===== config.mk =====
export PLATFORM = sky130hd
export DESIGN_NAME = fetch_stream_flat
export DESIGN_NICKNAME = d
export VERILOG_FILES = /design/src/rtl/fetch_pkg.sv /design/src/rtl/fetch_stream_if.sv /design/src/rtl/fetch_slot_buffer.sv /design/src/rtl/fetch_stream.sv /design/src/flat_wrapper.sv
export SDC_FILE = /design/constraint.sdc
export NUM_CORES = 1
export LEC_CHECK = 0
export CAP_MARGIN = 10
export CELL_PAD_IN_SITES_DETAIL_PLACEMENT = 1
export CELL_PAD_IN_SITES_GLOBAL_PLACEMENT = 1
export CORE_ASPECT_RATIO = 1.75
export CORE_UTILIZATION = 46
export DETAILED_ROUTE_END_ITERATION = 8
export PLACE_DENSITY = 0.84
export SYNTH_ARGS = -nofsm -noshare
export SYNTH_HDL_FRONTEND = slang
export SYNTH_HIERARCHICAL = 1
export SYNTH_SLANG_ARGS = --single-unit

===== constraint.sdc =====
create_clock -name clk -period 6.5 [get_ports clk]
set_clock_uncertainty 0.2 [all_clocks]
set_input_delay 1.3 -clock clk [delete_from_list [all_inputs] [get_ports clk]]
set_output_delay 1.3 -clock clk [all_outputs]
set_load 0.02 [all_outputs]

===== src/rtl/fetch_pkg.sv =====
// Shared definitions for the pipelined fetch unit: PC step derivation and reset defaults.
package fetch_pkg;

   localparam logic [31:0] DEFAULT_RESET_PC = 32'h0000_0000;

   // The PC is byte addressed, so one instruction advances it by its size in bytes.
   function automatic int unsigned inc_bytes(input int unsigned iw);
      return iw / 8;
   endfunction

endpackage


===== src/rtl/fetch_stream_if.sv =====
// Fetch-unit bus: request/response channel to instruction memory plus the decode handshake.
interface fetch_stream_if #(
   parameter int AW = 32,
   parameter int IW = 32
);
   logic          imem_req;
   logic [AW-1:0] imem_addr;
   logic          imem_gnt;
   logic          imem_rvalid;
   logic [IW-1:0] imem_rdata;

   logic          inst_valid;
   logic          inst_ready;
   logic [IW-1:0] inst;
   logic [AW-1:0] inst_pc;
   logic [AW-1:0] inst_pc_next;

   // master is the fetch unit; slave is the memory plus decode side
   modport master (
      output imem_req, imem_addr,
      input  imem_gnt, imem_rvalid, imem_rdata,
      output inst_valid, inst, inst_pc, inst_pc_next,
      input  inst_ready
   );

   modport slave (
      input  imem_req, imem_addr,
      output imem_gnt, imem_rvalid, imem_rdata,
      input  inst_valid, inst, inst_pc, inst_pc_next,
      output inst_ready
   );
endinterface


===== src/rtl/fetch_slot_buffer.sv =====
// In-order slot buffer: slots are allocated at request grant, filled by responses and
// retired to decode; all three pointers carry a wrap bit so level/pending are plain differences.
module fetch_slot_buffer #(
   parameter int AW    = 32,
   parameter int IW    = 32,
   parameter int DEPTH = 4,
   localparam int PW   = $clog2(DEPTH),
   localparam int LW   = PW + 1
) (
   input  logic          clk,
   input  logic          reset,
   input  logic          flush,
   input  logic          alloc_en,
   input  logic [AW-1:0] alloc_pc,
   input  logic          fill_en,
   input  logic [IW-1:0] fill_word,
   input  logic          retire_en,
   output logic          head_valid,
   output logic [AW-1:0] head_pc,
   output logic [IW-1:0] head_word,
   output logic [LW-1:0] level,
   output logic [LW-1:0] pending
);

   typedef struct packed {
      logic [AW-1:0] pc;
      logic [IW-1:0] word;
      logic          filled;
   } slot_t;

   logic [PW:0] alloc_ptr_reg;
   logic [PW:0] fill_ptr_reg;
   logic [PW:0] head_ptr_reg;
   slot_t       slot_view [DEPTH];
   slot_t       head_slot;

   // Alloc and fill never target the same slot in one cycle: fill needs pending>0
   // and alloc needs level<DEPTH, so their indices always differ.
   for (genvar gi = 0; gi < DEPTH; gi++) begin : g_slot
      slot_t slot_reg;

      always_ff @(posedge clk or negedge reset) begin
         if (!reset) begin
            slot_reg <= '0;
         end else if (flush) begin
            slot_reg <= '0;
         end else if (alloc_en && (alloc_ptr_reg[PW-1:0] == PW'(gi))) begin
            slot_reg.pc     <= alloc_pc;
            slot_reg.word   <= '0;
            slot_reg.filled <= 1'b0;
         end else if (fill_en && (fill_ptr_reg[PW-1:0] == PW'(gi))) begin
            slot_reg.word   <= fill_word;
            slot_reg.filled <= 1'b1;
         end
      end

      assign slot_view[gi] = slot_reg;
   end

   always_ff @(posedge clk or negedge reset) begin
      if (!reset) begin
         alloc_ptr_reg <= '0;
         fill_ptr_reg  <= '0;
         head_ptr_reg  <= '0;
      end else if (flush) begin
         alloc_ptr_reg <= '0;
         fill_ptr_reg  <= '0;
         head_ptr_reg  <= '0;
      end else begin
         alloc_ptr_reg <= alloc_ptr_reg + LW'(alloc_en);
         fill_ptr_reg  <= fill_ptr_reg + LW'(fill_en);
         head_ptr_reg  <= head_ptr_reg + LW'(retire_en);
      end
   end

   assign level     = alloc_ptr_reg - head_ptr_reg;
   assign pending   = alloc_ptr_reg - fill_ptr_reg;
   assign head_slot = slot_view[head_ptr_reg[PW-1:0]];

   // A retired slot keeps its filled flag, so an empty buffer must mask it.
   assign head_valid = head_slot.filled & (level != '0);
   assign head_pc    = head_slot.pc;
   assign head_word  = head_slot.word;

endmodule


===== src/rtl/fetch_stream.sv =====
// Pipelined instruction fetch: keeps up to DEPTH requests in flight, delivers words in
// order with their PCs, and squashes responses that belong to a redirected-away stream.
module fetch_stream
   import fetch_pkg::*;
#(
   parameter int            AW       = 32,
   parameter int            IW       = 32,
   parameter int            DEPTH    = 4,
   parameter logic [AW-1:0] RESET_PC = AW'(DEFAULT_RESET_PC)
) (
   input  logic                         clk,
   input  logic                         reset,
   input  logic                         redirect_valid,
   input  logic [AW-1:0]                redirect_pc,
   fetch_stream_if.master               bus,
   output logic [$clog2(DEPTH+1)-1:0]   level
);

   localparam int            LW  = $clog2(DEPTH + 1);
   localparam int            CW  = $clog2(2 * DEPTH + 1);
   localparam logic [AW-1:0] INC = AW'(inc_bytes(IW));

   logic [AW-1:0] fetch_pc_reg;
   logic [AW-1:0] fetch_pc_next;
   logic [CW-1:0] drop_cnt_reg;
   logic [CW-1:0] drop_cnt_next;
   logic          grant;
   logic          resp_keep;
   logic          resp_drop;
   logic          retire;
   logic [LW-1:0] pending;
   logic [AW-1:0] head_pc;

   assign bus.imem_req  = reset & (level < LW'(DEPTH));
   assign bus.imem_addr = fetch_pc_reg;

   assign grant     = bus.imem_req & bus.imem_gnt;
   assign resp_drop = bus.imem_rvalid & (drop_cnt_reg != '0);
   assign resp_keep = bus.imem_rvalid & (drop_cnt_reg == '0);
   assign retire    = bus.inst_valid & bus.inst_ready;

   // On redirect every response still owed by memory becomes stale: unfilled slots,
   // this cycle's grant and the backlog already marked for discard, less what arrives now.
   always_comb begin
      fetch_pc_next = fetch_pc_reg;
      drop_cnt_next = drop_cnt_reg - CW'(resp_drop);
      if (redirect_valid) begin
         fetch_pc_next = redirect_pc;
         drop_cnt_next = drop_cnt_reg + CW'(pending) + CW'(grant)
                         - CW'(resp_keep) - CW'(resp_drop);
      end else if (grant) begin
         fetch_pc_next = fetch_pc_reg + INC;
      end
   end

   always_ff @(posedge clk or negedge reset) begin
      if (!reset) begin
         fetch_pc_reg <= RESET_PC;
         drop_cnt_reg <= '0;
      end else begin
         fetch_pc_reg <= fetch_pc_next;
         drop_cnt_reg <= drop_cnt_next;
      end
   end

   fetch_slot_buffer #(
      .AW    (AW),
      .IW    (IW),
      .DEPTH (DEPTH)
   ) u_slots (
      .clk        (clk),
      .reset      (reset),
      .flush      (redirect_valid),
      .alloc_en   (grant),
      .alloc_pc   (fetch_pc_reg),
      .fill_en    (resp_keep),
      .fill_word  (bus.imem_rdata),
      .retire_en  (retire),
      .head_valid (bus.inst_valid),
      .head_pc    (head_pc),
      .head_word  (bus.inst),
      .level      (level),
      .pending    (pending)
   );

   assign bus.inst_pc      = head_pc;
   assign bus.inst_pc_next = head_pc + INC;

endmodule

===== src/flat_wrapper.sv =====
// flat-port wrapper written by rule: the top's interface ports become plain ports
module fetch_stream_flat import fetch_pkg::*;
#(
   parameter int            AW       = 32,
   parameter int            IW       = 32,
   parameter int            DEPTH    = 4,
   parameter logic [AW-1:0] RESET_PC = AW'(DEFAULT_RESET_PC)
)
  (clk, reset, redirect_valid, redirect_pc, level, bus_imem_req, bus_imem_addr, bus_imem_gnt, bus_imem_rvalid, bus_imem_rdata, bus_inst_valid, bus_inst, bus_inst_pc, bus_inst_pc_next, bus_inst_ready);
  fetch_stream_if #(.AW(AW), .IW(IW)) bus_i ();
  input  logic clk;
  input  logic reset;
  input  logic redirect_valid;
  input  logic [AW-1:0] redirect_pc;
  output logic [$clog2(DEPTH+1)-1:0] level;
  output wire logic [$bits(bus_i.imem_req)-1:0] bus_imem_req;
  output wire logic [$bits(bus_i.imem_addr)-1:0] bus_imem_addr;
  input wire logic [$bits(bus_i.imem_gnt)-1:0] bus_imem_gnt;
  input wire logic [$bits(bus_i.imem_rvalid)-1:0] bus_imem_rvalid;
  input wire logic [$bits(bus_i.imem_rdata)-1:0] bus_imem_rdata;
  output wire logic [$bits(bus_i.inst_valid)-1:0] bus_inst_valid;
  output wire logic [$bits(bus_i.inst)-1:0] bus_inst;
  output wire logic [$bits(bus_i.inst_pc)-1:0] bus_inst_pc;
  output wire logic [$bits(bus_i.inst_pc_next)-1:0] bus_inst_pc_next;
  input wire logic [$bits(bus_i.inst_ready)-1:0] bus_inst_ready;
  assign bus_imem_req = bus_i.imem_req;
  assign bus_imem_addr = bus_i.imem_addr;
  assign bus_i.imem_gnt = bus_imem_gnt;
  assign bus_i.imem_rvalid = bus_imem_rvalid;
  assign bus_i.imem_rdata = bus_imem_rdata;
  assign bus_inst_valid = bus_i.inst_valid;
  assign bus_inst = bus_i.inst;
  assign bus_inst_pc = bus_i.inst_pc;
  assign bus_inst_pc_next = bus_i.inst_pc_next;
  assign bus_i.inst_ready = bus_inst_ready;
  fetch_stream #(.AW(AW), .IW(IW), .DEPTH(DEPTH), .RESET_PC(RESET_PC)) u_core (.clk(clk), .reset(reset), .redirect_valid(redirect_valid), .redirect_pc(redirect_pc), .bus(bus_i), .level(level));
endmodule

# Word level (Yosys, flattened, before mapping)
# Cells that the tools add are included.
# W data, S select, Z words.
# op_classes
reduce_logical,22
magnitude_cmp,2
muxes,25
addsub,12
eq_ne,6
bitwise_logic,7
# op_table
op,n
$mux W65,6
$mux W33,8
$mux W32,6
$bmux W65 S2,1
$add A32 B3 Y32 const B,2
$reduce_bool A3 Y1,5
$sub A4 B1 Y4,3
$reduce_bool A2 Y1,5
$add A3 B1 Y3,3
$mux W3,3
$eq A2 B2 Y1 const B,4
$logic_and A1 B1 Y1,8
$and A1 B1 Y1,6
$sub A3 B3 Y3,2
$add A4 B1 Y4,1
$add A4 B3 Y4,1
$eq A2 B1 Y1 const B,2
$logic_not A2 Y1,2
$logic_not A4 Y1,1
$mux W4,1
$reduce_bool A4 Y1,1
$ge A3 B3 Y1 const B,1
$lt A3 B3 Y1 const B,1
$not A2 Y3,1
# totals
elab_cells,91
reg_bits,305
in_bits,70

# Logic depth before layout (Yosys ltp)
# logic_depth
ltp_word,8
ltp_mapped,15
depth_no_buf,14

# Cells and area by module
# The synthesis kept the hierarchy.
# by_module_without_submodules
mod,area_per_inst_um2,seq_area_each_um2,n_inst,cells_per_inst
fetch_slot_buffer,12409.4,6731.5,1,1267
fetch_stream,2806.4,900.9,1,331

# Worst setup path after synthesis
# No wires, ideal clock.
# synth_path
path_kind,flip-flop to output port
from,register u_core.u_slots.head_ptr_reg[1]
to,output port bus_inst_pc_next[29]
t_arrival_ps,2741
stages_incl_launch_ff,9
slack_ps,2259
n_path_buf,2
cell_sequence,dfrtp_1 > buf_2 > buf_1 > mux4_2 > nand4_1 > nor4b_4 > nand3_1 > nor3_1 > xor2_1
# synth_between
elab_chain_len,5
# synth_lines
element,line,source
from (decl),fetch_slot_buffer.sv:33,logic [PW:0] head_ptr_reg;
from (signal assigned),fetch_slot_buffer.sv:72,head_ptr_reg <= head_ptr_reg + LW'(retire_en);
$not A2 Y3 (not written as such),fetch_slot_buffer.sv:78,assign head_slot = slot_view[head_ptr_reg[PW-1:0]];
$bmux W65 S2,fetch_slot_buffer.sv:78,
$mux W65 (not written as such) (2 in a row),fetch_slot_buffer.sv:78,
via bus_inst_pc[7],flat_wrapper.sv:23,output wire logic [$bits(bus_i.inst_pc)-1:0] bus_inst_pc;
$add A32 B3 Y32,fetch_stream.sv:87,assign bus.inst_pc_next = head_pc + INC;
to (decl),flat_wrapper.sv:24,output wire logic [$bits(bus_i.inst_pc_next)-1:0] bus_inst_pc_next;
# The timed path passes the listed nets, and every way through them passes these cells. The select of a mux whose other input is x is not followed.

# Final worst setup path
# layout_path
from,register u_core.u_slots.head_ptr_reg[0]
to,output port bus_inst_pc_next[27]
# layout_between
elab_chain_len,5
# layout_lines
element,line
$not A2 Y3 (not written as such),fetch_slot_buffer.sv:78
$bmux W65 S2,fetch_slot_buffer.sv:78
$mux W65 (not written as such) (2 in a row),fetch_slot_buffer.sv:78
$add A32 B3 Y32,fetch_stream.sv:87
# Every way passes these cells. The select of a mux whose other input is x is not followed.

==> impl_results.md <==
* Status: complete, no violations
* Maximum vdd drop at 0.0002017 V
* Initial Util at 46.91%
* CTS tree: yes
* First-pass GRT wire length at 78940 microns
* Die X at 139.5 microns
* Yosys warnings at 6
* Fmax at 0.1808 GHz
* DRT Pass-1 Iters at 5
* Post-synthesis cell area at 15220 sq um
* Vias in the first global route at 14500
* Core footprint at 32440 sq um
* CP endpoint kind: output pin
* Hold Path Depth at 1
* Post-Syn Area per Cell at 9.522 sq um
* Ports at 203
* Post-place setup slack at 1517 ps
* Critical Path AT at 4030 ps
* GRT overflow at 0
* Mapped Cells at approximately 1600
* Setup WS post-layout at 968.7 ps
* CTS root buffer: clkbuf_16
* DR vias at between 10000 and 15000
* Num Clock Sinks at around 310
* GR Util All Layers at 30.20%
* Pleak at 7.338 nW
* Hold Path Origin: u_core/drop_cnt_reg[3]
* Routability cong. at 0.8200
* Total CTS buffers at 29
* Commonest non-fill, non-tap cell in the layout: nand2_1
* Crit path max fanout at 24
* Top area cells in the synthesized netlist: dfrtp_1 (50%), nand2_1 (14%), mux4_2 (9.6%)
* Routed Antenna Nets at 0
* Final-stage net count at approximately 1800
* Number of synthesized flops with an enable pin at 0
* Largest net degree at the start of global routing at between 100 and 150
* Final setup viols at 0
* Register bit count reported by yosys at 305
* Setup TNS at 0 ps
* R2R Path Start: u_core/u_slots/head_ptr_reg[1]
* R2r endpoint: u_core/drop_cnt_reg[2]
* Worst Hold Class: flop to flop
* Async set-reset flop share out of synthesis at 100.0%
* Worst setup SP type: flop
* Pint at 3.275 mW
* Final Cycle Share at 85.10%
* Ant diodes at 0
* Fin. max-slew vios at 0
* Row count at slightly below 90
* Clk pin slew, worst setup/hold paths at 60 ps
* Slew @ Worst Pin at 1060 ps
* Minimum clock period at 5531 ps
* Syn Nets at 1690
* Worst skew pair latency at 560 ps
* Comb power frac at 15.3%
* Fill cells at roughly 3600
* Via density at around 6
* Initial antenna violation count at 0
* Pwr/cell area at around 250 nW/um^2
* Worst R2R Path Depth at 11
* Synth Flop Type: dfrtp_1
* Final Power at 4.526 mW
* Routed WL at approximately 50000 microns
* Die ar. at 33840 sq um
* Post-CTS sizing at 0
* Routed len/inst at 22.97 microns
* Sequential area share after synthesis at 50.16%
* Sequential Power Share at 45.5%
* Worst Hold Path EP: u_core/drop_cnt_reg[3]
* Die height at 242.6 microns
* Layout cells sized above 1 at just under 10%
* Sw Share at 27.63%
* Max-Cap Viols at 0
* Top cell type's share of synthesized area at 50.16%
* Area Overhead vs Synth at 20.80%
* H-Tree Depth at 1
* Final core occ at 56.66%
* RSZ-0062 raised after global routing: false
* Slew HR at 29.34%
* Netlist cell types at 51
* Final-report hold violation count at 0
* CTS Buffer Depth at 3
* Most frequent cells in the layout: nand2_1 (566), dfrtp_1 (303), a21oi_1 (247), clkdlybuf4s50_1 (200), mux4_2 (65)
* Initial DRC count at 660
* Yosys top cell by area: dfrtp_1
* HPWL after DPL at 31590 microns
* Net load switching power at 1.250 mW
* CP startpoint: u_core/u_slots/head_ptr_reg[0]
* FF-to-FF setup slack at 1670 ps
* # DRC at 0
* Critical path required time at 5000 ps
* Setup bufs post-CTS at 0
* Clock Power Share at 39.3%
* Port Buf Inserts at 202
* Max reg flops at between 200 and 300
* Crit Path Class: flop to output pin
* # hold bufs at CTS at 0
-- metal layers --
metal,track usage (%),routed length [microns],vias to the layer above
met5,0,0,-
met4,15.13,2232,0
met3,3.078,2380,136
met2,57.39,27190,435
met1,32.90,17810,6545
li1,-,-,5625
-- worst max path at each step --
stage | end | slack, ps | cells after the start
finish | bus_inst_pc_next[27] | 970 | 8
global route | bus_inst_pc_next[29] | 700 | 8
CTS | bus_inst_pc_next[29] | 890 | 8
detailed placement | bus_inst_pc_next[27] | 1520 | 8
global placement | bus_inst_pc_next[29] | 1610 | 8
floorplan | bus_inst_pc_next[29] | 2260 | 8
-- cells in the mapped netlist, types with 17 or more instances --
| master | instances |
|---|---|
| nand2_1 | 566 |
| dfrtp_1 | 305 |
| a21oi_1 | 247 |
| mux4_2 | 65 |
| buf_2 | 53 |
| clkbuf_1 | 51 |
| xnor2_1 | 47 |
| o21ai_0 | 27 |
| nor2_1 | 25 |
| nand3_1 | 24 |
| inv_1 | 22 |
| xor2_1 | 19 |
| ha_1 | 17 |
-- final cells by class --
class	count	area (sq um)	area share, %
well taps	400	500.5	2.723
flip-flops and latches	305	7640	41.57
clock inverters	9	128.9	0.7012
inverters	23	86.33	0.4697
clock buffers	43	858.3	4.670
multi-input cells	1151	6935	37.73
repair buffers	229	2231	12.14
-- power groups by stage --
| stage | clock network [mW] | registers (mW) | logic, mW |
|---|---|---|---|
| finish | 1.78 | 2.06 | 0.690 |
| global route | 1.86 | 2.07 | 0.745 |
| CTS | 1.80 | 2.06 | 0.698 |
| detailed placement | 0 | 2.09 | 0.684 |
| global placement | 0 | 2.09 | 0.646 |
| floorplan | 0 | 2.07 | 0.356 |
-- through the flow --
stage,instance area (sq um),hold WS (ps),std cells
2_1_floorplan,15220,248.2,1598
3_3_place_gp,17390,273.1,2108
3_5_place_dp,17390,293.4,2108
4_1_cts,18380,305.7,2160
5_1_grt,18380,312.7,2160
6_report,18380,307.1,2160
-- logic make-up (layout without fill, tap and decap cells) --
family / after synthesis / count (layout) / share of synthesized area (%)
buffers and inverters: 142 / 304 / 4.375
adders and majority gates: 22 / 22 / 2.056
xor gates and xnor gates: 66 / 66 / 3.799
DFF: 305 / 305 / 50.16
muxes: 72 / 72 / 10.11
AOI/OAI and AO/OA: 290 / 290 / 9.843
and+or+nand+nor: 701 / 701 / 19.65
-- critical path: stages, from the launching register on --
cell             delay (ps)
dfrtp_4                 780
buf_4                   420
mux4_2                  610
and3_1                  260
and3_1                  260
nand3_1                 210
nor2_1                   90
xor2_1                  190
clkdlybuf4s50_1         640
Note: power is estimated with default switching activity, not from simulation.
